File: config.mk
export PLATFORM = sky130hd
export DESIGN_NAME = fetch_unit
export DESIGN_NICKNAME = d
export VERILOG_FILES = /design/src/rtl/fetch_pkg.sv /design/src/rtl/fetch_watchdog.sv /design/src/rtl/fetch_unit.sv
export SDC_FILE = /design/constraint.sdc
export NUM_CORES = 1
export LEC_CHECK = 0
export ABC_AREA = 1
export BUFFER_PORTS_ARGS = -buffer_cell sky130_fd_sc_hd__clkbuf_2
export CAP_MARGIN = 0
export CORE_MARGIN = 1
export CORE_UTILIZATION = 45
export DETAILED_ROUTE_END_ITERATION = 6
export PLACE_DENSITY = 0.65
export SLEW_MARGIN = 20
export SYNTH_ARGS = -nofsm -noshare
export SYNTH_HDL_FRONTEND = slang
export SYNTH_SLANG_ARGS = --single-unit
File: constraint.sdc
create_clock -name clk -period 3.05 [get_ports clk]
set_input_delay 0 -clock clk [delete_from_list [all_inputs] [get_ports clk]]
set_output_delay 0 -clock clk [all_outputs]
set_load 0.01 [all_outputs]
File: src/rtl/fetch_pkg.sv
// Shared types and constants for the instruction fetch stage: FSM states,
// instruction format codes and the location of the branch offset field.
package fetch_pkg;

    localparam int INSTR_W = 16;

    typedef enum logic [2:0] {
        IDLE,
        FETCH,
        WAIT_MEM,
        DECODE,
        ISSUE,
        WAIT_DONE,
        HALT
    } state_e;

    localparam logic [1:0] FMT_REG    = 2'b00;
    localparam logic [1:0] FMT_IMM    = 2'b01;
    localparam logic [1:0] FMT_BRANCH = 2'b10;
    localparam logic [1:0] FMT_HALT   = 2'b11;

    localparam int OFF_MSB = 12;
    localparam int OFF_LSB = 5;
    localparam int OFF_W   = OFF_MSB - OFF_LSB + 1;

    function automatic logic signed [OFF_W-1:0] branch_offset(input logic [INSTR_W-1:0] instr);
        return $signed(instr[OFF_MSB:OFF_LSB]);
    endfunction

endpackage

File: src/rtl/fetch_watchdog.sv
// Cycle counter that flags expiry when the core has been waited on for
// TIMEOUT-1 consecutive cycles without answering.
module fetch_watchdog #(
    parameter int TIMEOUT = 64
) (
    input  logic clk,
    input  logic reset,
    input  logic clear_i,
    input  logic enable_i,
    output logic expired_o
);

    localparam int CNT_W = (TIMEOUT > 2) ? $clog2(TIMEOUT) : 1;

    logic [CNT_W-1:0] count_q;

    // Expiry fires on the cycle whose increment would make the count reach TIMEOUT-1.
    assign expired_o = enable_i && (count_q == CNT_W'(TIMEOUT - 2));

    // NOTE: sequential state uses non-blocking assignments and resets asynchronously on reset low.
    always_ff @(posedge clk or negedge reset) begin
        if (!reset) begin
            count_q <= '0;
        end else if (clear_i) begin
            count_q <= '0;
        end else if (enable_i && !expired_o) begin
            count_q <= count_q + 1'b1;
        end
    end

endmodule

File: src/rtl/fetch_unit.sv
// Instruction fetch and sequencing stage: fetches 16-bit words, resolves
// branches and halts locally, and hands other instructions to the core.
module fetch_unit
    import fetch_pkg::*;
#(
    parameter int PC_W    = 8,
    parameter int TIMEOUT = 64
) (
    input  logic               clk,
    input  logic               reset,
    input  logic               start,
    output logic [PC_W-1:0]    imem_addr,
    output logic               imem_rd,
    input  logic [INSTR_W-1:0] imem_data,
    output logic [INSTR_W-1:0] instruction,
    output logic               run,
    input  logic               done,
    input  logic               branch_res,
    output logic [PC_W-1:0]    pc,
    output logic               busy,
    output logic               halted,
    output logic               timeout_err
);

    state_e               state_q, state_d;
    logic [PC_W-1:0]      pc_q, pc_d;
    logic [PC_W-1:0]      addr_q, addr_d;
    logic [INSTR_W-1:0]   fetch_q, fetch_d;
    logic [INSTR_W-1:0]   instr_q, instr_d;
    logic                 terr_q, terr_d;
    logic                 wd_expired;
    logic signed [OFF_W-1:0] off_s;
    logic [PC_W-1:0]      off_ext;

    assign off_s   = branch_offset(fetch_q);
    // Signed size cast sign-extends for wide PCs and truncates for narrow ones.
    assign off_ext = PC_W'(off_s);

    fetch_watchdog #(
        .TIMEOUT(TIMEOUT)
    ) u_watchdog (
        .clk      (clk),
        .reset    (reset),
        .clear_i  (state_q == ISSUE),
        .enable_i ((state_q == WAIT_DONE) && !done),
        .expired_o(wd_expired)
    );

    // NOTE: every next-state signal gets a default first so no latch is inferred.
    always_comb begin
        state_d = state_q;
        pc_d    = pc_q;
        fetch_d = fetch_q;
        instr_d = instr_q;
        terr_d  = terr_q;
        unique case (state_q)
            IDLE, HALT: begin
                if (start) begin
                    state_d = FETCH;
                    pc_d    = '0;
                    terr_d  = 1'b0;
                end
            end
            FETCH:    state_d = WAIT_MEM;
            WAIT_MEM: begin
                fetch_d = imem_data;
                state_d = DECODE;
            end
            DECODE: begin
                case (fetch_q[1:0])
                    FMT_HALT: state_d = HALT;
                    FMT_BRANCH: begin
                        pc_d    = branch_res ? (pc_q + PC_W'(1) + off_ext) : (pc_q + PC_W'(1));
                        state_d = FETCH;
                    end
                    default: begin
                        instr_d = fetch_q;
                        state_d = ISSUE;
                    end
                endcase
            end
            ISSUE:    state_d = WAIT_DONE;
            WAIT_DONE: begin
                // A done in the expiry cycle still counts as an answer.
                if (done) begin
                    pc_d    = pc_q + PC_W'(1);
                    state_d = FETCH;
                end else if (wd_expired) begin
                    terr_d  = 1'b1;
                    state_d = HALT;
                end
            end
            default:  state_d = IDLE;
        endcase
    end

    // The memory address only moves when FETCH is entered.
    assign addr_d = (state_d == FETCH) ? pc_d : addr_q;

    always_ff @(posedge clk or negedge reset) begin
        if (!reset) begin
            state_q <= IDLE;
            pc_q    <= '0;
            addr_q  <= '0;
            fetch_q <= '0;
            instr_q <= '0;
            terr_q  <= 1'b0;
        end else begin
            state_q <= state_d;
            pc_q    <= pc_d;
            addr_q  <= addr_d;
            fetch_q <= fetch_d;
            instr_q <= instr_d;
            terr_q  <= terr_d;
        end
    end

    assign imem_addr   = addr_q;
    assign imem_rd     = (state_q == FETCH);
    assign instruction = instr_q;
    assign run         = (state_q == ISSUE);
    assign pc          = pc_q;
    assign busy        = (state_q != IDLE) && (state_q != HALT);
    assign halted      = (state_q == HALT);
    assign timeout_err = terr_q;

endmodule

==> metrics.cfg <==
[status]
status = finished, final reports clean

[worst_setup_path]
cpMaxStageDelayCell = dfrtp_1
cp_cell_sequence = ha_1, nand2_1, nor2_1, nand2_1, xor2_1, inv_1, ha_1, nand2_1, inv_1, nand3_1, o21ai_0, inv_1, nand2_1, nand3_1, nand2_1, nand3_1, nand2_1, nand2_1
critical_path.max_stage_delay_ns = 0.40
worstPathArrival_ns = 2.70
crit_top_cell = nand2_1
rr_worst_depth = 18
reg2reg_slack_ns = 0.58
r2r-end = imem_addr[7]
cp.depth = 18
path_buf_inv = 3
crit_end = imem_addr[7]
r2r-start = pc[0]
crit_path_max_fanout = 4
crit_required_ns = 3.28
critical-path-top-delay-family = simple AND/OR/NAND/NOR gates
critPathLaunchType = flop
criticalPathCategory = reg -> reg
crit_path_start = pc[0]
cp-end-kind = flop

[cts]
cts_tree = built
ctsResizeCount = 0
cts.path.max_buffers = 2
cts_root_buf = clkbuf_8
clkTransAtPathRegs_ns = 0.06
cts.sinks = 58
cts_inserted_buffers = 9
post_cts_buffers = 0
cts_hold_buf = 18
htreeDepth = 3
clk_latency_ns = 0.33

[sta]
setup_violations = 0
worst_slack_ns = 0.580
finalHoldViolCount = 0
post-route-min-period_ns = 2.47
rsz0062_at_grt = no
skew_ns = 0.00540
period_share = 0.810
worst-slew-pin-transition_ns = 0.721
tns_ns = 0
drv_slew = 0
timing.fmax_mhz = 405
max_slew_margin = 0.520
whs_ns = 0.0368

[final_layout]
stdcell_area_um2 = 3710
multi_input_comb_area_um2 = 1290
regArea_um2 = 1450
drive_above_1_share = 0.213
num_antenna_cells = 0
fill_cells = 569
fin_nets = 475
area.growth.synth_to_final_pct = 24.8

[drt]
drc = 0
num_vias = 2485
detail-route-antenna-nets = 0
drtIter0Drc = 95
routed_via_density = 4.76
dr.pass1.iters = 4
wirelength_um = 6230
wl_per_cell_um = 11.9

[synth]
synth_cells = 360
synth-edff-count = 0
synth_warnings = 0
yosys.area.top_type_share = 0.488
syn_area_per_cell_um2 = 8.26
yosys.area.top_type = dfrtp_1
synth_area_leaders = dfrtp_1 (49%), nand2_1 (14%), o21ai_0 (6.6%)
synthArstFlopShare = 1.00
synth-seq-cells = 58
ys.flop_type = dfrtp_1
synth.distinct_cells = 36
syn_nets = 393
syn-cell-area_um2 = 2970
ys_seq_area_frac = 0.488

[floorplanning]
rows = 29
dieArea_um2 = 6940
die_width_um = 83.3
start_util = 0.468
core_um2 = 6350
io_pins = 58
die_y_um = 83.3

[place]
gp_congestion = 0.836
dpl_worst_slack_ns = 0.645
place_area_um2 = 3340
dp_hpwl_um = 4480
port_buffers = 57

[global_route]
grt_pass1_vias = 2421
grt_pass1_wl_um = 10800
gr-usage-all-layers = 0.198
antenna_found_initial = 0
grt_max_degree = 59
overflow = 0

[hold_path]
holdPathStages = 4
min_path_type = in -> reg

[power]
total_power_mw = 3.48
vdd_drop_max_v = 0.000450
leakage_nw = 1.98
pwr_density_cell_nw_per_um2 = 938

[job]
maxCapViolations = 0

[where the power goes]
| group | switching [mW] | total (mW) | internal (mW) |
|---|---|---|---|
| logic | 0.950 | 1.50 | 0.550 |
| registers | 0.212 | 1.29 | 1.08 |
| clock network | 0.286 | 0.695 | 0.409 |
| total | 1.45 | 3.48 | 2.04 |
[cells by family after synthesis]
logic type | after synthesis | synth area share
AND/OR/NAND/NOR | 165 | 0.254
AO/OA/AOI/OAI | 61 | 0.112
buffers and inverters | 59 | 0.0778
adder cells (fa/ha/maj) | 12 | 0.0530
XOR/XNOR | 5 | 0.0147
flip-flops | 58 | 0.488
[metal layers]
layer / global-route usage / vias to the layer above / part of all wire
li1: - / 1308 / -
met1: 0.266 / 1116 / 0.49
met2: 0.296 / 50 / 0.44
met3: 0.0447 / 11 / 0.050
met4: 0.108 / 0 / 0.021
met5: 0 / - / 0
[cell usage after synthesis, types with 2 or more instances]
library cell / n
nand2_1: 107
dfrtp_1: 58
inv_1: 49
o21ai_0: 39
nor2_1: 18
nand3_1: 15
a21oi_1: 12
ha_1: 11
nand4_1: 5
xor2_1: 5
inv_2: 4
nor2_4: 4
nor3_1: 4
clkbuf_1: 3
a31oi_1: 2
buf_2: 2
nand2_2: 2
or2_2: 2
[placed cells by master, fill, tap and decap left out, types with 2 or more instances in the layout]
cell and n:
nor3_1 4, nor2_1 17, a21oi_1 12, nand4_1 5, clkinv_2 2, or2_2 2, clkbuf_2 57, inv_1 49
nand2_1 107, nand2_2 2, nor2_4 4, a31oi_1 2, buf_4 2, xor2_1 5, ha_1 11, dfrtp_1 58
clkbuf_8 11, nand3_1 15, inv_2 4, dlygate4sd3_1 18, o21ai_0 39, nor2_2 2
[state kept, by name, indices dropped and copies added (netlist names)]
signal and count:
state_q 3, instruction 16, fetch_q 16, u_watchdog.count_q 6
pc 8, imem_addr 8, timeout_err 1
[area by class of cell]
type	count	area share
flip-flops and latches	58	0.391
multi-input cells	243	0.348
repair buffers	77	0.129
inverters	53	0.0536
clock buffers	11	0.0408
well taps	77	0.0260
clock inverters	3	0.0108
[metrics by stage]
step           std cells   util
2_1_floorplan        360      -
3_3_place_gp         490  0.526
3_5_place_dp         490  0.526
4_1_cts              522  0.585
5_1_grt              522  0.585
6_report             522  0.585
[tightest hold or removal path: stages]
cell	delay (ns)
clkbuf_2	0.13
nor3_4	0.07
nand4_1	0.06
o21ai_0	0.07
[worst min-delay path by stage]
stage | startpoint | end | slack [ns]
floorplan | reset | fetch_q[0] | -0.30
global placement | reset | instruction[14] | 0.20
detailed placement | reset | instruction[14] | 0.20
CTS | done | u_watchdog.count_q[3] | 0.03
global route | done | u_watchdog.count_q[3] | 0.07
finish | done | u_watchdog.count_q[3] | 0.04
No activity file was read; power rests on OpenSTA's default activity.
